**src/rtl/alu_op_sequencer.sv**
```systemverilog
// alu_op_sequencer: hardwired control sequencer for three-register ALU
// instructions. Runs fetch steps T0..T2, then execute steps T3..T5, plus T6
// for MUL/DIV. All strobes are Moore outputs decoded from the registered
// state (and, in T1, the memory wait counter).
//
// Configuration macro: ALU_SEQ_MULDIV_EN
//   defined     - MUL (15) and DIV (16) are decoded; T6, LOin, HIin and
//                 Zhighout are active.
//   not defined - opcodes 15/16 are illegal; LOin, HIin, Zhighout and
//                 alu_sel[5:4] are constant 0; T6 is never entered.
module alu_op_sequencer #(
  parameter int NREG    = 16,  // general registers, 2..16
  parameter int MEM_LAT = 0    // extra memory read wait cycles, 0..7
) (
  input  logic            Clock,
  input  logic            Clear,
  input  logic            start,
  input  logic [31:0]     ir,
  output logic            PCout,
  output logic            Zlowout,
  output logic            Zhighout,
  output logic            MDRout,
  output logic            MARin,
  output logic            Zin,
  output logic            PCin,
  output logic            MDRin,
  output logic            IRin,
  output logic            Yin,
  output logic            LOin,
  output logic            HIin,
  output logic            IncPC,
  output logic            Read,
  output logic [NREG-1:0] Rout,
  output logic [NREG-1:0] Rin,
  output logic [5:0]      alu_sel,
  output logic            busy,
  output logic            done,
  output logic            illegal
);

  localparam logic [2:0] S_IDLE = 3'd0;
  localparam logic [2:0] S_T0   = 3'd1;
  localparam logic [2:0] S_T1   = 3'd2;
  localparam logic [2:0] S_T2   = 3'd3;
  localparam logic [2:0] S_T3   = 3'd4;
  localparam logic [2:0] S_T4   = 3'd5;
  localparam logic [2:0] S_T5   = 3'd6;
  localparam logic [2:0] S_T6   = 3'd7;

`ifdef ALU_SEQ_MULDIV_EN
  localparam logic MULDIV_EN = 1'b1;
`else
  localparam logic MULDIV_EN = 1'b0;
`endif

  // Last value of the T1 wait counter before moving on to T2.
  localparam logic [2:0]      LAST_WAIT = 3'(MEM_LAT);
  localparam logic [NREG-1:0] ONE_HOT0  = NREG'(1);

  logic [2:0] state_q, state_d;
  logic [2:0] wait_q,  wait_d;
  logic [3:0] ra_q,    ra_d;
  logic [3:0] rc_q,    rc_d;
  logic [5:0] op_q,    op_d;   // decoded one-hot ALU op, held through T4..T6

  logic [4:0] opcode;
  logic [3:0] ra, rb, rc;
  logic [5:0] dec_sel;
  logic       dec_legal;
  logic       is_muldiv;
  logic       final_step;

  // The low IR bits carry no information for register-register ops.
  logic unused_ir;
  assign unused_ir = ^ir[14:0];

  assign opcode = ir[31:27];
  assign ra     = ir[26:23];
  assign rb     = ir[22:19];
  assign rc     = ir[18:15];

  assign is_muldiv  = MULDIV_EN && (op_q[5:4] != 2'b00);
  assign final_step = ((state_q == S_T5) && !is_muldiv) || (state_q == S_T6);

  // Instruction decode: opcode to one-hot ALU select, plus legality.
  always_comb begin
    // NOTE: every variable gets a default first so no path leaves it
    // unassigned, which would otherwise infer a latch.
    dec_sel   = 6'b000000;
    dec_legal = 1'b1;
    case (opcode)
      5'd3:  dec_sel = 6'b000001;
      5'd4:  dec_sel = 6'b000010;
      5'd5:  dec_sel = 6'b000100;
      5'd6:  dec_sel = 6'b001000;
`ifdef ALU_SEQ_MULDIV_EN
      5'd15: dec_sel = 6'b010000;
      5'd16: dec_sel = 6'b100000;
`endif
      default: dec_legal = 1'b0;
    endcase
    if (int'(ra) >= NREG || int'(rb) >= NREG || int'(rc) >= NREG) begin
      dec_legal = 1'b0;
    end
  end

  // Next-state logic; register fields are captured in T3 so T4..T6 do not
  // depend on the IR staying stable.
  always_comb begin
    state_d = state_q;
    wait_d  = wait_q;
    ra_d    = ra_q;
    rc_d    = rc_q;
    op_d    = op_q;
    case (state_q)
      S_IDLE: if (start) state_d = S_T0;
      S_T0: begin
        state_d = S_T1;
        wait_d  = 3'd0;
      end
      S_T1: begin
        if (wait_q == LAST_WAIT) begin
          state_d = S_T2;
          wait_d  = 3'd0;
        end else begin
          wait_d = wait_q + 3'd1;
        end
      end
      S_T2: state_d = S_T3;
      S_T3: begin
        if (dec_legal) begin
          state_d = S_T4;
          ra_d    = ra;
          rc_d    = rc;
          op_d    = dec_sel;
        end else begin
          state_d = S_IDLE;
        end
      end
      S_T4: state_d = S_T5;
      S_T5: begin
        if (is_muldiv)  state_d = S_T6;
        else if (start) state_d = S_T0;
        else            state_d = S_IDLE;
      end
      S_T6: state_d = start ? S_T0 : S_IDLE;
      default: state_d = S_IDLE;
    endcase
  end

  // State registers with synchronous clear taking priority over everything.
  always_ff @(posedge Clock) begin
    // NOTE: non-blocking assignments so every register samples the values
    // from before this edge, independent of statement order.
    if (Clear) begin
      state_q <= S_IDLE;
      wait_q  <= 3'd0;
      ra_q    <= 4'd0;
      rc_q    <= 4'd0;
      op_q    <= 6'd0;
    end else begin
      state_q <= state_d;
      wait_q  <= wait_d;
      ra_q    <= ra_d;
      rc_q    <= rc_d;
      op_q    <= op_d;
    end
  end

  // Moore output decode of the current step.
  always_comb begin
    PCout    = 1'b0;
    Zlowout  = 1'b0;
    Zhighout = 1'b0;
    MDRout   = 1'b0;
    MARin    = 1'b0;
    Zin      = 1'b0;
    PCin     = 1'b0;
    MDRin    = 1'b0;
    IRin     = 1'b0;
    Yin      = 1'b0;
    LOin     = 1'b0;
    HIin     = 1'b0;
    IncPC    = 1'b0;
    Read     = 1'b0;
    Rout     = '0;
    Rin      = '0;
    alu_sel  = 6'b000000;
    illegal  = 1'b0;
    busy     = (state_q != S_IDLE);
    done     = final_step;
    case (state_q)
      S_T0: begin
        PCout = 1'b1;
        MARin = 1'b1;
        IncPC = 1'b1;
        Zin   = 1'b1;
      end
      S_T1: begin
        Zlowout = 1'b1;
        Read    = 1'b1;
        PCin    = (wait_q == 3'd0);
        MDRin   = (wait_q == LAST_WAIT);
      end
      S_T2: begin
        MDRout = 1'b1;
        IRin   = 1'b1;
      end
      S_T3: begin
        if (dec_legal) begin
          Rout = ONE_HOT0 << rb;
          Yin  = 1'b1;
        end else begin
          illegal = 1'b1;
        end
      end
      S_T4: begin
        Rout    = ONE_HOT0 << rc_q;
        Zin     = 1'b1;
        alu_sel = {op_q[5:4] & {2{MULDIV_EN}}, op_q[3:0]};
      end
      S_T5: begin
        Zlowout = 1'b1;
        if (is_muldiv) LOin = 1'b1;
        else           Rin  = ONE_HOT0 << ra_q;
      end
      S_T6: begin
        Zhighout = MULDIV_EN;
        HIin     = MULDIV_EN;
      end
      default: ;
    endcase
  end

endmodule

```
**config.mk**
```make
export PLATFORM = sky130hd
export DESIGN_NAME = alu_op_sequencer
export DESIGN_NICKNAME = d
export VERILOG_FILES = /design/src/rtl/alu_op_sequencer.sv
export SDC_FILE = /design/constraint.sdc
export NUM_CORES = 1
export LEC_CHECK = 0
export CAP_MARGIN = 20
export CORE_ASPECT_RATIO = 1.25
export CORE_UTILIZATION = 38
export DETAILED_ROUTE_END_ITERATION = 10
export GPL_TIMING_DRIVEN = 0
export HOLD_SLACK_MARGIN = 0.03
export PLACE_DENSITY = 0.8
export SLEW_MARGIN = 30
export SYNTH_ARGS = -nofsm -noshare
export SYNTH_HDL_FRONTEND = slang
export SYNTH_SLANG_ARGS = --single-unit
```
**constraint.sdc**
```tcl
create_clock -name Clock -period 2.2 [get_ports Clock]
set_clock_uncertainty 0.15 [all_clocks]
set_input_delay 0.44 -clock Clock [delete_from_list [all_inputs] [get_ports Clock]]
set_output_delay 0.44 -clock Clock [all_outputs]
set_load 0.02 [all_outputs]
```
# ---- Yosys cells after proc, flatten, opt, wreduce, memory -nomap -nowiden
# Cells that the tools add are included.
dict set report totals {
  reg_bits 18
  word_cells 56
}
dict set report classes {
  n_eq_ne 13
  shift 3
  muxes 23
  addsub 1
  n_reduce_logical 11
}
# op n
set op_table {}
lappend op_table {{<< shifter 1 x 4 -> 16 bit, first input constant} 3}
lappend op_table {{two-way mux 16 bit} 2}
lappend op_table {{case mux 16 bit (2 select lines)} 1}
lappend op_table {{case mux 3 bit (7 select lines)} 1}
lappend op_table {{case mux 4 bit (4 select lines)} 1}
lappend op_table {{== test 5 x 3 -> 1 bit, second input constant} 3}
lappend op_table {{== test 3 bit, second input constant} 4}
lappend op_table {{two-way mux 1 bit} 12}
lappend op_table {{two-way mux 3 bit} 4}
lappend op_table {{== test 3 x 2 -> 1 bit, second input constant} 2}
lappend op_table {{logical NOT 3 bit} 2}
lappend op_table {{case mux 3 bit (2 select lines)} 1}
lappend op_table {{OR reduction 2 bit} 3}
lappend op_table {{== test 5 x 2 -> 1 bit, second input constant} 1}
lappend op_table {{two-way mux 4 bit} 1}
lappend op_table {{!= test 2 bit, second input constant} 2}
lappend op_table {{AND reduction 2 bit} 2}
lappend op_table {{OR reduction 4 bit} 1}
lappend op_table {{adder 3 x 1 -> 3 bit, second input constant} 1}
lappend op_table {{== test 3 x 1 -> 1 bit, second input constant} 1}
lappend op_table {{nonzero test 3 bit} 1}
lappend op_table {{nonzero test 2 bit} 1}
lappend op_table {{logical OR 1 bit} 1}

# ---- Logic depth before layout (Yosys ltp)
# Gate-level depths: netlist of the first run.
dict set report logic_depth {
  ltp_word 5
  depth_mapped 5
  mapped_depth_nobuf 5
}

# ---- Worst setup path after synthesis of the first run
# Ideal clock, no wire load.
dict set report synth_timing {
  path_kind {register to output}
  startpoint {register state_q[0]}
  endpoint {output Rout[13]}
  t_arrival_ps 1833
  required_time_ps 1610
  slack_ps -223
  path_stages_with_launch 6
  n_path_buf 2
  path_cell_list {dfxtp_1 buf_6 or3b_4 a211o_4 buf_6 o31ai_1}
}
dict set report synth_between {
  elab_chain_cells 2
  word_cells_on_any_way 3
}
# item line_no
set synth_rtl {}
lappend synth_rtl {{from (decl)} 60} ;# logic [2:0] state_q, state_d;
lappend synth_rtl {{from (signal assigned)} 162} ;# state_q <= state_d;
lappend synth_rtl {{== test 3 bit} 192} ;# case (state_q)
lappend synth_rtl {{case mux 16 bit (2 select lines) (*)} 192}
lappend synth_rtl {{to (decl)} 33} ;# output logic [NREG-1:0] Rout,
# Every way passes the cells marked *; elsewhere a longest branch is shown, timed or not.

# ---- Worst setup path in the final report of the first run
dict set report layout_timing {
  startpoint {register state_q[0]}
  endpoint {output Rout[9]}
}
# Same word-level chain as after synthesis.

==> results of run 1 <==
==> worst min path at each step <==
stage	from	to	slack (ps)	cells after the start
global placement	op_q[0]	op_q[0]	300	2
global route	op_q[3]	op_q[3]	340	2
detailed placement	op_q[0]	op_q[0]	310	2
finish	op_q[3]	op_q[3]	320	2
CTS	op_q[0]	op_q[0]	320	2
floorplan	op_q[0]	op_q[0]	280	2
==> registers in the layout (all words and copies together) (netlist names) <==
signal	flops
rc_q	4
op_q	4
ra_q	4
state_q	3
wait_q	3
==> through the flow <==
step	area (um^2)	hold WS, ps
finish	2830	320
global route	2830	335
CTS	2650	319
detailed placement	2400	305
global placement	2400	298
floorplan	1660	284
==> per-layer routing <==
| metal | part of all wire (%) | vias up | GRT usage, % |
|---|---|---|---|
| met5 | 0 | - | 0 |
| met3 | 3.9 | 14 | 0.352 |
| met2 | 57 | 68 | 46.4 |
| met4 | 3.2 | 0 | 9.26 |
| li1 | - | 933 | - |
| met1 | 36 | 917 | 27.0 |
==> Yosys cell counts (all sizes together) (2+ instances only) <==
master / count / area share [%]
nand2: 29 / 7.0
nor2: 23 / 5.5
dfxtp: 18 / 23
o31ai: 15 / 7.2
buf: 14 / 7.0
mux2i: 11 / 7.0
nand2b: 11 / 4.4
clkbuf: 9 / 2.2
inv: 7 / 1.7
nand3b: 7 / 3.4
a21oi: 6 / 1.9
and3: 5 / 2.0
nand4b: 5 / 2.8
nor2b: 5 / 2.0
nand3: 4 / 1.3
nor3: 4 / 1.3
nand4: 3 / 1.2
nor4bb: 3 / 1.9
or3: 3 / 1.2
a32o: 2 / 1.3
ha: 2 / 1.6
o32ai: 2 / 1.6
or2: 2 / 0.80
or3b: 2 / 1.3
or4: 2 / 0.96
==> critical path, delay by kind of cell (launching register included) <==
kind / cells / cell delay [ps]
flip-flops: 1 / 370
AO/OA/AOI/OAI: 2 / 570
AND/OR/NAND/NOR: 1 / 420
buffers and inverters: 2 / 320
==> power groups by stage <==
stage	sequential (mW)	combinational, mW	clock, mW
3_5_place_dp	0.345	0.274	0
6_report	0.342	0.313	0.270
5_1_grt	0.343	0.333	0.285
4_1_cts	0.341	0.276	0.274
3_3_place_gp	0.345	0.271	0
2_1_floorplan	0.343	0.164	0
==> what timing repair did <==
action,4_1_cts,5_1_grt
buffers inserted,13,8
resized for setup,203,56
setup endpoints to repair,50,53
pin swaps,14,19
gates cloned,1,1
==> area by class of cell <==
cell class                 count  area (um^2)
inverter                       7         33.8
timing repair buffer          89          797
buffer                        22          180
sequential                    18          374
clock buffer                   4         55.1
fill                         297         1020
tap                           54         67.6
multi-input combinational    165         1320
==> logic make-up (layout without fill, tap and decap cells) <==
| logic type | after synthesis | count (layout) |
|---|---|---|
| other cells | 1 | 5 |
| flops | 18 | 18 |
| buf+inv | 30 | 122 |
| mux | 11 | 11 |
| simple gates | 112 | 112 |
| fa+ha+maj | 2 | 2 |
| compound gates | 35 | 35 |
==> run metrics, run 1 <==
number of placed cells counting well taps 335; slowest stage delay, CP between 400 and 500 ps; Starting DRT DRC Count ~70; row count 25; Clk pwr share 29.2%; sw power 0.294 mW; Post-synth EDFFs 0; violated checks negative setup slack; Die ar. 4380 um^2; DRC 0; Die W roughly 59 um; H-tree lvl count 1; most frequent cells in the layout nand2_1 (29), buf_4 (27), nor2_1 (21); YS warnings 0; reg-to-reg setup timing slack 100 ps; HP Class reg2reg; DR vias/cell 5.38; mux cell area share after synthesis roughly 7.0%; sequential share of the synthesized area 23.0%; total power draw 0.925 mW; most common cell after layout, fill and taps aside nand2_1; Final ANT Viol Nets 0; Crit path required time around 1600 ps; initial antenna violation count 0; Post-Synth Adder-Cell Area 1.60%; CTS tree built; CP startpoint state_q[0]; Post-Syn Instances between 200 and 250; Netlist cell types 46; Worst Setup EP Rout[9]; Die Ht 73.8 um; pwr dens 327 nW/um^2; Hold Vio Cnt, Final 0; Clock Path Buffers 2; Static Leak about 1.2 nW; worst path cell trace or3b_4 -> a211o_4 -> buf_12 -> o32ai_4 -> buf_6; Switching Fraction between 30% and 40%; CP endpoint kind primary output; final RePlAce weighted congestion 0.831; Compound-Gate Fraction of Synth Area 18.1%; worst r2r path cells 7; final wirelength 5720 um; fraction of layout cells with a size suffix above 1 about 37%; clk_lat worst skew 250 ps; CTS root buf clkbuf_8; Max VDD drop 0.000322 V; simple-gate portion of the synthesized area 39.1%; Ant. Diodes 0; IO Count 90; Pre-antenna DRT Iters 4; largest family of logic cells by synthesized area simple AND/OR/NAND/NOR gates; largest net degree at the start of global routing 11; Crit Path Max Fanout 6; post-synthesis register bit count 18; RSZ-0062 raised after global routing yes; Max-Cap Viols 0; Setup Slack @ Placement -1060 ps; R2R Path End ra_q[0]; setup violators final 18; CP Launch Type flip-flop; nets 343; syn_area_per_cell 7.49 um^2; clk sinks 18; critical path arrival 1940 ps; FFs w/ async S/R, synth 0%; P_int 0.631 mW; combinational power share 33.8%; clk slew on worst S/H paths 70 ps; Starting Density 40.7%; Layout Area Growth over Synthesis 80.7%; Vias 1932; WL/cell between 15 and 20 um; hold_buf cts 0; Synth Area in XOR/XNOR 0%; Post-Syn Area 1570 um^2; final worst-path cycle share 115%; Slowest-stage cell, CP or3b_4; final non-filler cell total about 360; grt ovf 0; fmax ~400 MHz; number of port buffers 68; Final Critical Period 2530 ps; RR Startpoint state_q[0]; CP Class reg2out; slack of the critical path -325 ps; Primary FF master, synth dfxtp_1; global-route wire length before repair 8120 um; power share of the sequential group 37.0%; Max Slew Vio Count 0; DPL Wire Length 3460 um; Core Util, Final 73.5%; setup TNS -4980 ps; vias in the first global route 1792; Core Box Area 3850 um^2; status complete, but fails checks; GRT Overall Usage 24.0%; CTS buffer count 3
Power figures use the tool's default switching activity.
==> run 2, diff against run 1 <==
--- a/config.mk
+++ b/config.mk
@@ -5,13 +5,14 @@
 export SDC_FILE = /design/constraint.sdc
 export NUM_CORES = 1
 export LEC_CHECK = 0
-export CAP_MARGIN = 20
+export CAP_MARGIN = 15
 export CORE_ASPECT_RATIO = 1.25
-export CORE_UTILIZATION = 38
+export CORE_UTILIZATION = 35
 export DETAILED_ROUTE_END_ITERATION = 10
+export GPL_ROUTABILITY_DRIVEN = 1
 export GPL_TIMING_DRIVEN = 0
 export HOLD_SLACK_MARGIN = 0.03
-export PLACE_DENSITY = 0.8
+export PLACE_DENSITY = 0.78
 export SLEW_MARGIN = 30
 export SYNTH_ARGS = -nofsm -noshare
 export SYNTH_HDL_FRONTEND = slang
==> constraint.sdc (replaced) <==
create_clock -name Clock -period 2.1 [get_ports Clock]
set_clock_uncertainty 0.15 [all_clocks]
set_input_delay 0.42 -clock Clock [delete_from_list [all_inputs] [get_ports Clock]]
set_output_delay 0.42 -clock Clock [all_outputs]
set_load 0.02 [all_outputs]
==> run metrics, run 2 (synthesis gave the netlist of run 1 again) <==
Max VDD drop 0.000174 V; fill count 319; Core Box Area 4200 um^2; most frequent cells in the layout buf_4 (39), nand2_1 (29), buf_6 (21); combinational power share 36.2%; nets 351; Die W 61.8 um; final worst-path cycle share 117%; Clk pwr share 25.8%; most common cell after layout, fill and taps aside buf_4; violated checks negative setup slack; Crit Path Max Fanout 5; Pre-antenna DRT Iters 4; number of port buffers 68; pwr dens ~320 nW/um^2; Final ANT Viol Nets 0; largest net degree at the start of global routing 12; Switching Fraction 32.7%; GRT Overall Usage 23.1%; clk slew on worst S/H paths 70 ps; clk sinks 18; Die ar. 4750 um^2; initial antenna violation count 0; Static Leak roughly 1.2 nW; critical path arrival about 1900 ps; row count 26; DPL Wire Length 3380 um; global-route wire length before repair between 8000 and 9000 um; register area 374 um^2; CP Launch Type flip-flop; final wirelength 5410 um; DR vias/cell a little over 5; Final Critical Period 2460 ps; biggest regs op_q x4, ra_q x4, rc_q x4; Max Slew Vio Count 0; Hold Vio Cnt, Final 0; CTS buffer count 3; Layout Area Growth over Synthesis 86.7%; CP Class reg2out; vias in the first global route 1848; Vias 1883; WL/cell between 10 and 15 um; fmax 407 MHz; total power draw around 0.94 mW; clk_lat worst skew 250 ps; sw power between 0.3 and 0.4 mW; H-tree lvl count 1; power share of the sequential group 38.0%; fraction of layout cells with a size suffix above 1 a little over two fifths; Max-Cap Viols 0; HP Class reg2reg; grt ovf 0; status complete, but fails checks; Starting Density 37.3%; slack of the critical path -360 ps; DRC 0; CP endpoint kind primary output; Starting DRT DRC Count 81; CTS tree built; Ant. Diodes 0; final RePlAce weighted congestion approximately 0.8; IO Count 90; placed cell area 2570 um^2; P_int 0.632 mW; Finished Cell Area slightly below 3000 um^2; Clock Path Buffers 2; area occupied by multi-input gates 1350 um^2; RSZ-0062 raised after global routing yes; Crit path required time 1530 ps; Die Ht between 70 and 80 um; setup violators final 25; CTS root buf clkbuf_8
-- run 2: cell types whose count changed in the layout (fill, tap and decap cells not counted), sizes merged --
cell,change
buf,+13
dlygate4sd2,-7
clkdlybuf4s15,-1
dlymetal6s2s,-1
clkbuf,+3
-- run 2: power by group through the flow --
stage | sequential (mW) | clock [mW] | combinational, mW
2_1_floorplan | 0.360 | 0 | 0.183
3_3_place_gp | 0.362 | 0 | 0.295
3_5_place_dp | 0.362 | 0 | 0.298
4_1_cts | 0.357 | 0.250 | 0.328
5_1_grt | 0.358 | 0.260 | 0.361
6_report | 0.357 | 0.242 | 0.340
-- run 2: final timing paths --
path / end / depth (start not counted) / slack (ps) / from
max: Rout[9] / 5 / -360 / state_q[1]
min: op_q[3] / 2 / 320 / op_q[3]
max reg2reg: ra_q[3] / 8 / 40 / state_q[1]
min reg2reg: op_q[3] / 2 / 320 / op_q[3]
-- run 2: stage by stage --
step | hold WS [ps] | cells | setup slack, ps | util [%] | TNS, ps
5_1_grt | 341 | 368 | -402 | 69.6 | -7650
4_1_cts | 321 | 364 | -409 | 69.3 | -6460
3_3_place_gp | 302 | 337 | -1120 | 61.2 | -30120
2_1_floorplan | 284 | 213 | -85.4 | - | -596
3_5_place_dp | 311 | 337 | -1100 | 61.2 | -29590
6_report | 323 | 368 | -360 | 69.6 | -5780
-- run 2: timing repair --
item / CTS / global route
cloned: 1 / 0
gates resized for setup: 237 / 36
buffers inserted: 25 / 5
endpoints found under the setup margin: 50 / 52
pin swaps: 8 / 9
hold buffers: 0 / 0
-- run 2: layout make-up --
class                      instances  area share (%)
sequential                        18            12.8
clock buffer                       3            1.41
timing repair buffer              99            30.0
buffer                            20            5.95
tap                               56            2.40
inverter                           7            1.33
multi-input combinational        165            46.1
-- run 2: critical path, stage by stage, from the launching register on --
cell and delay [ps]:
dfxtp_4 350, or3b_4 400, a211o_4 340, buf_12 170, o32ai_4 220, buf_6 150
-- run 2: per-layer routing --
| metal | global-route usage [%] | vias up | share of wire (%) |
|---|---|---|---|
| li1 | - | 946 | - |
| met2 | 41.4 | 67 | 53 |
| met1 | 26.8 | 862 | 40 |
| met5 | 0 | - | 0 |
| met3 | 1.85 | 8 | 4.9 |
| met4 | 9.56 | 0 | 1.9 |
==> run 3, diff against run 2 <==
--- a/config.mk
+++ b/config.mk
@@ -12,7 +12,7 @@
 export GPL_ROUTABILITY_DRIVEN = 1
 export GPL_TIMING_DRIVEN = 0
 export HOLD_SLACK_MARGIN = 0.03
-export PLACE_DENSITY = 0.78
+export PLACE_DENSITY_LB_ADDON = 0.12
 export SLEW_MARGIN = 30
 export SYNTH_ARGS = -nofsm -noshare
 export SYNTH_HDL_FRONTEND = slang
==> run metrics, run 3 (synthesis gave the netlist of run 1 again) <==
clk slew on worst S/H paths ~70 ps; WL met3 274 um; Final Critical Period around 2500 ps; global-route wire length before repair 7780 um; Pre-antenna DRT Iters 4; Core Box Area 4200 um^2; placed cell area 2570 um^2; clk_lat worst skew approximately 260 ps; CP Launch Type flip-flop; initial antenna violation count 0; Finished Cell Area 3030 um^2; Die ar. 4750 um^2; largest net degree at the start of global routing 11; CTS tree built; H-tree lvl count 1; CP endpoint kind primary output; Die W 61.8 um; Static Leak roughly 1.3 nW; setup TNS -6310 ps; total power draw 1.01 mW; nets 357; Die Ht 76.8 um; fill count 325; clk sinks 18; vias in the first global route 1817; CTS buffer count 3; CTS root buf clkbuf_8; Starting Density a little under two fifths; most frequent cells in the layout buf_4 (48), nand2_1 (28), buf_6 (27); wire length on met2 2800 um; fraction of layout cells with a size suffix above 1 46.7%; HP Class reg2reg; WL met1 2100 um; fmax 395 MHz; WL/cell 14.2 um; Max-Cap Viols 0; setup violators final 22; Final ANT Viol Nets 0; Max VDD drop 0.000495 V; Max Slew Vio Count 0; Starting DRT DRC Count 85; pwr dens 335 nW/um^2; CP Class reg2out; most common cell after layout, fill and taps aside buf_4; Crit path required time 1530 ps; Layout Area Growth over Synthesis 93.3%; row count 26; number of port buffers 68; max layer used met4; status complete, but fails checks; slack of the critical path -434 ps; DRC 0; violated checks negative setup slack; grt ovf 0; IO Count 90; critical path arrival about 2000 ps; biggest regs op_q x4, ra_q x4, rc_q x4; reg-to-reg setup timing slack -10 ps; DPL Wire Length 3510 um; final worst-path cycle share 121%; Hold Slack 319 ps; Clock Path Buffers 2; DR vias/cell between 5 and 6; Ant. Diodes 0; RSZ-0062 raised after global routing yes; Hold Vio Cnt, Final 0; final RePlAce weighted congestion 0.809; Crit Path Max Fanout 4; Vias 1956; final wirelength 5340 um; GRT Overall Usage 21.2%
run 3: changes by cell type in the layout (fill, tap and decap cells not counted), moves of 2 or more:
| cell | previous run | this run |
|---|---|---|
| buf_4 | 39 | 48 |
| buf_6 | 21 | 27 |
| clkbuf_2 | 14 | 9 |
| nor2_1 | 17 | 19 |
| nor2b_2 | 2 | 0 |
| nor2b_4 | 0 | 2 |
| nor3_1 | 2 | 0 |
| nor3_2 | 2 | 4 |
| or4_1 | 2 | 0 |
| or4_4 | 0 | 2 |
run 3: final cells by class:
cell class	count	area, um^2	area share [%]
tap	56	70.1	2.32
timing repair buffer	104	931	30.8
buffer	21	179	5.91
multi-input combinational	165	1380	45.7
inverter	7	33.8	1.12
clock buffer	4	55.1	1.82
sequential	18	374	12.4
run 3: repair_timing:
item	in CTS	in global routing
gates resized for setup	237	65
pin swaps	8	12
endpoints found under the setup margin	50	55
gates cloned	1	1
setup buffers	18	17
hold buffers	0	0
run 3: metal layers:
| metal | vias up | global-route usage [%] |
|---|---|---|
| met5 | - | 0 |
| met4 | 0 | 8.44 |
| met3 | 18 | 3.88 |
| met2 | 69 | 38.1 |
| met1 | 909 | 23.1 |
| li1 | 960 | - |
run 3: through the flow:
step | setup WS (ps) | util [%] | std cells
final | -434 | 72.1 | 375
after global routing | -489 | 72.1 | 375
after CTS | -428 | 67.4 | 360
after detailed placement | -1140 | 61.2 | 337
after global placement | -1120 | 61.2 | 337
after floorplan | -85.4 | - | 213
run 3: final timing paths:
check,end,cells after the start,startpoint
max reg2reg,ra_q[3],8,state_q[1]
min,op_q[0],2,op_q[0]
max,Rout[14],6,state_q[1]
min reg2reg,op_q[0],2,op_q[0]
run 3: where the power goes:
group          total, mW  switching (mW)  leakage [nW]  internal (mW)
clock              0.294           0.127        0.0288          0.167
sequential         0.354         0.00631         0.148          0.348
combinational      0.364           0.190          1.08          0.174
run 3: worst max-delay path: stages (launching register included):
cell     delay (ps)
dfxtp_4         350
or3b_4          400
a211o_4         320
buf_12          140
buf_6           120
o31ai_4         220
buf_6           150
